==> src/rtl/efect_sequencer.sv <==
// -----------------------------------------------------------------------------
// efect_sequencer
//
// Command-driven sequencer for the POV LED effect decoder. ASCII command bytes
// from the UART receiver select the active effect; manual changes are held as
// pending and only applied on a revolution boundary (frame_tick) so a frame is
// never drawn half with one effect and half with another. Auto mode steps
// through every effect, dwelling dwell*DWELL_UNIT revolutions on each.
//
// Commands:
//   'E' d  : select effect '0'..'0'+NUM_EFECTS-1 (applied at next frame_tick)
//   'A' d  : auto mode, dwell d in '1'..'9'
//   'M'    : leave auto mode, keep current effect
//
// Ports:
//   clk         system clock, rising edge
//   rst_n       asynchronous active-low reset
//   rx_data     received UART byte
//   rx_valid    one-cycle strobe qualifying rx_data
//   frame_tick  one-cycle pulse at the start of each revolution
//   efect       active ASCII effect code ('0'..), to the one-hot decoder
//   auto_on     auto-cycle mode active
//   pending     manual effect change waiting for the next frame_tick
//   cmd_ok      one-cycle pulse: command accepted
//   cmd_err     one-cycle pulse: command rejected or timed out
// -----------------------------------------------------------------------------
module efect_sequencer #(
    parameter int unsigned NUM_EFECTS = 6,
    parameter int unsigned DWELL_UNIT = 8,
    parameter int unsigned TIMEOUT    = 1000000
) (
    input  logic       clk,
    input  logic       rst_n,
    input  logic [7:0] rx_data,
    input  logic       rx_valid,
    input  logic       frame_tick,
    output logic [6:0] efect,
    output logic       auto_on,
    output logic       pending,
    output logic       cmd_ok,
    output logic       cmd_err
);

    // -------------------------------------------------------------------------
    // Constants
    // -------------------------------------------------------------------------
    localparam logic [6:0] CODE_FIRST = 7'd48;
    localparam logic [6:0] CODE_LAST  = 7'(48 + NUM_EFECTS - 1);

    localparam int unsigned   TMO_W    = (TIMEOUT > 2) ? $clog2(TIMEOUT) : 1;
    localparam logic [TMO_W-1:0] TMO_LAST = TMO_W'(TIMEOUT - 1);

    // Large enough for the longest dwell: 9 * DWELL_UNIT - 1.
    localparam int unsigned FC_W = $clog2(9 * DWELL_UNIT + 1);

    localparam logic [7:0] CHAR_E = 8'h45;
    localparam logic [7:0] CHAR_A = 8'h41;
    localparam logic [7:0] CHAR_M = 8'h4D;

    localparam logic [1:0] StIdle = 2'd0;
    localparam logic [1:0] StGotE = 2'd1;
    localparam logic [1:0] StGotA = 2'd2;

    // -------------------------------------------------------------------------
    // State
    // -------------------------------------------------------------------------
    logic [1:0]       state_q,   state_d;
    logic [TMO_W-1:0] tmo_q,     tmo_d;
    logic [6:0]       efect_q,   efect_d;
    logic [6:0]       pcode_q,   pcode_d;
    logic             pending_q, pending_d;
    logic             auto_q,    auto_d;
    logic [3:0]       dwell_q,   dwell_d;
    logic [FC_W-1:0]  fc_q,      fc_d;
    logic             ok_q,      ok_d;
    logic             err_q,     err_d;

    // -------------------------------------------------------------------------
    // Byte classification
    // -------------------------------------------------------------------------
    logic is_cmd_e;
    logic is_cmd_a;
    logic is_cmd_m;
    logic is_dig_e;
    logic is_dig_a;

    always_comb begin
        // Exact 8-bit compares also reject anything with bit 7 set.
        is_cmd_e = (rx_data == CHAR_E);
        is_cmd_a = (rx_data == CHAR_A);
        is_cmd_m = (rx_data == CHAR_M);
        is_dig_e = ({1'b0, rx_data} >= 9'd48) &&
                   ({1'b0, rx_data} <  9'(48 + NUM_EFECTS));
        is_dig_a = (rx_data >= 8'h31) && (rx_data <= 8'h39);
    end

    // -------------------------------------------------------------------------
    // Command parser FSM
    // -------------------------------------------------------------------------
    logic e_take;   // 'E' command completes this edge
    logic a_take;   // 'A' command completes this edge
    logic m_take;   // 'M' command completes this edge

    always_comb begin
        state_d = state_q;
        tmo_d   = tmo_q;
        ok_d    = 1'b0;
        err_d   = 1'b0;
        e_take  = 1'b0;
        a_take  = 1'b0;
        m_take  = 1'b0;

        unique case (state_q)
            StIdle: begin
                tmo_d = '0;
                if (rx_valid) begin
                    if (is_cmd_e) begin
                        state_d = StGotE;
                    end else if (is_cmd_a) begin
                        state_d = StGotA;
                    end else if (is_cmd_m) begin
                        ok_d   = 1'b1;
                        m_take = 1'b1;
                    end else begin
                        err_d = 1'b1;
                    end
                end
            end

            StGotE, StGotA: begin
                // A received byte always wins over an expiring timeout.
                if (rx_valid) begin
                    state_d = StIdle;
                    tmo_d   = '0;
                    if (state_q == StGotE && is_dig_e) begin
                        ok_d   = 1'b1;
                        e_take = 1'b1;
                    end else if (state_q == StGotA && is_dig_a) begin
                        ok_d   = 1'b1;
                        a_take = 1'b1;
                    end else begin
                        // New command letters are discarded too, not restarted.
                        err_d = 1'b1;
                    end
                end else if (tmo_q == TMO_LAST) begin
                    state_d = StIdle;
                    tmo_d   = '0;
                    err_d   = 1'b1;
                end else begin
                    tmo_d = tmo_q + 1'b1;
                end
            end

            default: begin
                state_d = StIdle;
                tmo_d   = '0;
            end
        endcase
    end

    // -------------------------------------------------------------------------
    // Effect selection: frame application and auto advance
    // -------------------------------------------------------------------------
    logic [FC_W-1:0] fc_term;
    logic [6:0]      efect_next;

    always_comb begin
        fc_term    = FC_W'(dwell_q * DWELL_UNIT - 1);
        efect_next = (efect_q >= CODE_LAST) ? CODE_FIRST : efect_q + 7'd1;
    end

    always_comb begin
        efect_d   = efect_q;
        pcode_d   = pcode_q;
        pending_d = pending_q;
        auto_d    = auto_q;
        dwell_d   = dwell_q;
        fc_d      = fc_q;

        // The tick acts on the state held before this edge; a command that
        // completes on the same edge is layered on top below.
        if (frame_tick) begin
            if (pending_q) begin
                efect_d   = pcode_q;
                pending_d = 1'b0;
            end
            // An 'E' or 'A' completing now suppresses the advance.
            if (auto_q && !e_take && !a_take) begin
                if (fc_q == fc_term) begin
                    fc_d    = '0;
                    efect_d = efect_next;
                end else begin
                    fc_d = fc_q + 1'b1;
                end
            end
        end

        if (e_take) begin
            pcode_d   = rx_data[6:0];
            pending_d = 1'b1;
            auto_d    = 1'b0;
        end

        if (a_take) begin
            dwell_d   = rx_data[3:0];
            auto_d    = 1'b1;
            fc_d      = '0;
            pending_d = 1'b0;
        end

        if (m_take) begin
            auto_d = 1'b0;
        end
    end

    // -------------------------------------------------------------------------
    // Registers
    // -------------------------------------------------------------------------
    always_ff @(posedge clk or negedge rst_n) begin
        if (!rst_n) begin
            state_q   <= StIdle;
            tmo_q     <= '0;
            efect_q   <= CODE_FIRST;
            pcode_q   <= CODE_FIRST;
            pending_q <= 1'b0;
            auto_q    <= 1'b0;
            dwell_q   <= 4'd1;
            fc_q      <= '0;
            ok_q      <= 1'b0;
            err_q     <= 1'b0;
        end else begin
            state_q   <= state_d;
            tmo_q     <= tmo_d;
            efect_q   <= efect_d;
            pcode_q   <= pcode_d;
            pending_q <= pending_d;
            auto_q    <= auto_d;
            dwell_q   <= dwell_d;
            fc_q      <= fc_d;
            ok_q      <= ok_d;
            err_q     <= err_d;
        end
    end

    // -------------------------------------------------------------------------
    // Outputs
    // -------------------------------------------------------------------------
    assign efect   = efect_q;
    assign auto_on = auto_q;
    assign pending = pending_q;
    assign cmd_ok  = ok_q;
    assign cmd_err = err_q;

endmodule

==> config.mk <==
export PLATFORM = sky130hd
export DESIGN_NAME = efect_sequencer
export DESIGN_NICKNAME = d
export VERILOG_FILES = /design/src/rtl/efect_sequencer.sv
export SDC_FILE = /design/constraint.sdc
export NUM_CORES = 1
export LEC_CHECK = 0
export CAP_MARGIN = 15
export CORE_UTILIZATION = 60
export DETAILED_ROUTE_END_ITERATION = 8
export GPL_TIMING_DRIVEN = 1
export MAX_ROUTING_LAYER = met4
export PLACE_DENSITY = 0.82
export SLEW_MARGIN = 20
export SYNTH_ARGS = -nofsm -noshare
export SYNTH_HDL_FRONTEND = slang
export SYNTH_SLANG_ARGS = --single-unit
==> constraint.sdc <==
create_clock -name clk -period 7.3 [get_ports clk]
set_input_delay 0.73 -clock clk [delete_from_list [all_inputs] [get_ports clk]]
set_output_delay 0.73 -clock clk [all_outputs]
set_load 0.005 [all_outputs]
# Word level (Yosys, flattened, before mapping)
# Index checks and enable logic that the tools add are counted.
dict set report word_totals {
  regBits 51
  latchBits 0
  ramBits 0
  romBits 0
  in_bits 12
  out_inout_bits 11
  memories 0
}
dict set report op_classes {
  add_sub_neg 4
  n_mul 0
  div 0
  magnitude_cmp 5
  eq_ne 10
  n_shift 0
  n_mux 47
  n_bitwise 0
  n_reduce_logical 16
}
# operator count
set op_table {}
lappend op_table {{20-bit two-way mux} 3}
lappend op_table {{7-bit two-way mux} 8}
lappend op_table {{1-bit two-way mux} 28}
lappend op_table {{8-bit by 7-bit equality test with 1-bit output (second input constant)} 3}
lappend op_table {{20-bit by 1-bit adder with 20-bit output (second input constant)} 1}
lappend op_table {{20-bit equality test (second input constant)} 1}
lappend op_table {{8-bit by 6-bit >= comparator with 1-bit output (second input constant)} 2}
lappend op_table {{7-bit by 1-bit adder with 7-bit output (second input constant)} 2}
lappend op_table {{2-bit two-way mux} 5}
lappend op_table {{8-bit by 6-bit less-or-equal comparator with 1-bit output (second input constant)} 1}
lappend op_table {{8-bit by 6-bit < comparator with 1-bit output (second input constant)} 1}
lappend op_table {{7-bit equality test} 1}
lappend op_table {{7-bit by 6-bit >= comparator with 1-bit output (second input constant)} 1}
lappend op_table {{7-bit by 1-bit subtractor with 7-bit output (second input constant)} 1}
lappend op_table {{1-bit logical AND} 6}
lappend op_table {{3-bit inequality test (second input constant)} 2}
lappend op_table {{3-bit nonzero test} 2}
lappend op_table {{1-bit case mux with 2 select lines} 2}
lappend op_table {{2-bit case mux with 2 select lines} 1}
lappend op_table {{2-bit nonzero test} 2}
lappend op_table {{3-bit AND reduction} 1}
lappend op_table {{2-bit by 1-bit equality test with 1-bit output (second input constant)} 1}
lappend op_table {{2-bit equality test (second input constant)} 1}
lappend op_table {{1-bit zero test} 2}
lappend op_table {{other kinds (4)} 4}

# Depth between registers and ports, before layout
dict set report logic_depth {
  word_depth 12
  depth_mapped 9
}

# Least setup slack after synthesis
# No wires, ideal clock.
dict set report synth_path {
  path_type {reg2reg}
  start {reg dwell_q[0]}
  end {reg fc_q[4]}
  arrival_ps 2233
  required_time_ps 7227
  path_slack_ps 4994
  path_stages_with_launch 10
  path_buffers 1
  synth_period_minus_slack_ps 2306
  cell_sequence {dfstp_2 > inv_1 > ha_1 > xnor2_1 > nor3_1 > and3_4 > buf_6 > or2_4 > or4b_4 > a21oi_2}
}
dict set report synth_between {
  elab_chain_len 6
}
# element line_no
set synth_rtl {}
lappend synth_rtl {{start, declared} 73} ;# logic [3:0] dwell_q, dwell_d;
lappend synth_rtl {{start signal, assigned} 238} ;# dwell_q <= dwell_d;
lappend synth_rtl {{7-bit by 1-bit subtractor with 7-bit output} 168} ;# fc_term = FC_W'(dwell_q * DWELL_UNIT - 1);
lappend synth_rtl {{7-bit equality test} 189} ;# if (fc_q == fc_term) begin
lappend synth_rtl {{7-bit two-way mux} 189}
lappend synth_rtl {{7-bit two-way mux} 188} ;# if (auto_q && !e_take && !a_take) begin
lappend synth_rtl {{7-bit two-way mux} 182} ;# if (frame_tick) begin
lappend synth_rtl {{7-bit two-way mux} 204} ;# if (a_take) begin
lappend synth_rtl {{end signal, assigned} 228} ;# fc_q <= '0;
lappend synth_rtl {{end signal, assigned} 239} ;# fc_q <= fc_d;
lappend synth_rtl {{end, declared} 74} ;# logic [FC_W-1:0] fc_q, fc_d;
# Every way passes these cells. The select of a mux whose other input is x is not followed.
# A chain may end at the register's enable or synchronous reset.

# Worst setup path in the final report
dict set report layout_path {
  start {in rx_valid}
  end {reg dwell_q[2]}
}
dict set report layout_between {
  elab_chain_len 2
}
# element line_no
set layout_rtl {}
lappend layout_rtl {{start, declared} 35} ;# input logic rx_valid,
lappend layout_rtl {{1-bit two-way mux} 132} ;# if (rx_valid) begin
lappend layout_rtl {{1-bit two-way mux} 113} ;# unique case (state_q)
# Every way passes these cells.

==> results.toml <==
[timing]
worstMarginPinSlew_ps = 1092
skew_ps = 3.658
period_share = 0.4254
grt_setup_unrepaired = "no"
setup-violations-final = 0
drv_slew = 0
setup_tns_ps = 0
slew-limit-headroom = 0.2722
fin_hold_ws_ps = 478.0
setup_ws_ps = 4195
period_needed_ps = 3105
fmaxAchievable_mhz = 322.0
hold_viol = 0

[synth]
synthesis.nets = 322
ys.flop_type = "dfrtp_1"
synthCells = 301
async_flop_share = 1.000
synth-seq-cells = 51
yosysUniqueCellTypes = 54
synth_area_um2 = 2829
synth_edf_count = 0
syn-mean-instance-area_um2 = 9.399
yosysWarnings = 0
synth_seq_area_share = 0.4533

[global_routing]
grt_pass1_vias = 2211
grt_pass1_wl_um = 10140
overflow = 0
antenna_found_initial = 0
grt_usage = 0.2658
grt_max_degree = 52

[clock_tree]
cts_made_buffers = 5
cts_buffer_depth = 2
cts.sinks = 51
clock_latency_ps = 300
postCtsSetupBuffers = 0
clk_pin_slew_ps = 90
cts_tree = "done"
cts_root_buffer = "clkbuf_8"
cts.htree.levels = 2
cts_hold_buf = 0
cts_resized = 0

[critical_path]
worstPathMaxFanout = 15
critical_path_class = "in2reg"
critPathTopFamily = "compound AO/OA/AOI/OAI gates"
crit_arrival_ps = 3300
cp_slowest_stage_delay_ps = 850
critPathLaunchType = "input port"
cp_num_buf_inv = 1
end_kind = "flop"
slowest_stage = "a21oi_1"
path_cells = "clkdlybuf4s50_1 -> nor4bb_1 -> and3_1 -> o2111ai_1 -> a21oi_1 -> mux2_2"
worstPathRequired_ps = 7490

[routing]
routedWlPerCell_um = 15.73
routed_via_density = 6.088
postRouteAntennaNets = 0
vias = 2289
drcViolationCount = 0
drt_iter0_drc = 161
drt_wl_total_um = 5915
dr.pass1.iters = 4

[floorplan]
core_area_um2 = 4444
die_y_um = 70.67
rows = 24
pin_count = 23
start_util = 0.6365
die_x_um = 70.67
dieArea_um2 = 4994

[job]
cap_violations = 0

[placed_design]
place_congestion = 0.9045
port_buffers = 22
place_ws_ps = 3885
dpl.hpwl_um = 4253

[final_layout]
syn2layout_area_growth_pct = 12.47
fillers = 354
nets = 344
drive_above_1_share = 0.08333
antennaDiodeCount = 0

[pwr]
cellLeakagePower_nw = 1.435
ir_drop_mv = 0.1653
p_per_area_nw_per_um2 = 191.9

[hold_path]
hold_path_class = "reg2reg"

[outcome]
status = "finished, final reports clean"
[flip-flops by register name, indices dropped and copies added, names as in the netlist, 2 cells and up]
name / flops
tmo_q: 20
efect: 7
fc_q: 7
pcode_q: 7
dwell_q: 4
state_q: 2
[cells in the mapped netlist (2+ instances only)]
cell      instances  area, um2
mux2i_1           7      70.07
dfstp_2           5      131.4
nor2_1           44      165.2
a31oi_1           2      12.51
or2_2             3      18.77
clkbuf_1          6      22.52
mux2_2            4      45.04
xnor2_1          10      87.58
xor2_1           15      131.4
or4_1             3      22.52
and3_1            8      50.05
nor3b_1           2      15.01
a21o_1            2      15.01
nand2b_1          2      12.51
and2_1            6      37.54
o21ai_1           3      15.01
o22ai_1           3      18.77
a21oi_1          10      50.05
o31a_1            2      17.52
nor3_1            6      30.03
ha_1              9      112.6
nor4_1            2      12.51
or4b_1            2      20.02
nand3_1          19      95.09
a211oi_1          2      15.01
o21ai_0          15      75.07
inv_1            14      52.55
nor2b_1           2      12.51
o31ai_1           2      15.01
nand4_1           5      31.28
nand2_1          18      67.56
dfrtp_1          46       1151
[layout by cell type, fill, tap and decap left out, types with 2 or more instances in the layout]
master,netlist,final
dfstp_2,5,5
o31ai_1,2,2
clkdlybuf4s50_1,0,21
nor2b_1,2,2
nand2b_1,2,2
and2_1,6,6
o31a_1,2,2
nor4_1,2,2
nor3_1,6,6
a211oi_1,2,2
nor3b_1,2,2
mux2i_1,7,7
a21oi_1,10,10
ha_1,9,9
dfrtp_1,46,46
xnor2_1,10,10
a31oi_1,2,2
xor2_1,15,15
o21ai_1,3,3
or4_1,3,3
nor2_1,44,44
inv_1,14,14
o21ai_0,15,15
or4b_1,2,2
nand4_1,5,5
and3_1,8,8
nand2_1,18,18
a21o_1,2,2
o22ai_1,3,3
clkbuf_8,0,7
nand3_1,19,19
mux2_2,4,4
or2_2,3,3
[cells by family after synthesis]
| family | synth area share |
|---|---|
| XOR/XNOR | 0.07740 |
| AND/OR/NAND/NOR | 0.2419 |
| flip-flops | 0.4533 |
| AO/OA/AOI/OAI | 0.1146 |
| buffers and inverters | 0.03228 |
| adder cells (fa/ha/maj) | 0.03981 |
| multiplexers | 0.04069 |
[cell type report]
type	instances	area (um2)	area share
Inverter	14	52.55	0.01652
Sequential cell	51	1282	0.4031
Tap cell	52	65.06	0.02045
Clock inverter	1	7.507	0.002359
Clock buffer	7	96.34	0.03028
Timing Repair Buffer	23	222.7	0.07000
Multi-Input combinational cell	228	1455	0.4573
[worst paths after layout]
path                       cells past startpoint          to  slack [ps]        from
min in group asynchronous                      2    efect[2]         520       rst_n
max                                            6  dwell_q[2]        4190    rx_valid
max in group asynchronous                      2    efect[0]        6350       rst_n
min reg2reg                                    2  pcode_q[4]         480  pcode_q[4]
max reg2reg                                    5  state_q[0]        4640    tmo_q[6]
min                                            2  pcode_q[4]         480  pcode_q[4]
[stage by stage]
step	util	instance area [um2]	total power [mW]	instances
after detailed placement	0.6926	3078	0.4406	368
after global placement	0.6926	3078	0.4353	368
after CTS	0.7159	3182	0.6161	376
final	0.7159	3182	0.6106	376
after floorplan	-	2829	0.3929	301
after global routing	0.7159	3182	0.6416	376
[tightest hold or removal path, cell delays in order (launching register included)]
cell and delay, ps:
dfstp_2 380, inv_1 60, nand2_1 50
[routing by layer]
layer,share of wire,wire (um),vias up,track usage
li1,-,-,1098,-
met1,0.47,2783,1122,0.3711
met2,0.46,2733,64,0.4110
met3,0.061,358,5,0.03846
met4,0.0064,38,0,0.07333
met5,0,0,-,-
[power breakdown]
group / total (mW) / internal (mW) / switching, mW
clock: 0.176 / 0.0863 / 0.0898
combinational: 0.124 / 0.0468 / 0.0776
sequential: 0.310 / 0.297 / 0.0133
total: 0.611 / 0.430 / 0.181
Power figures use the tool's default switching activity.
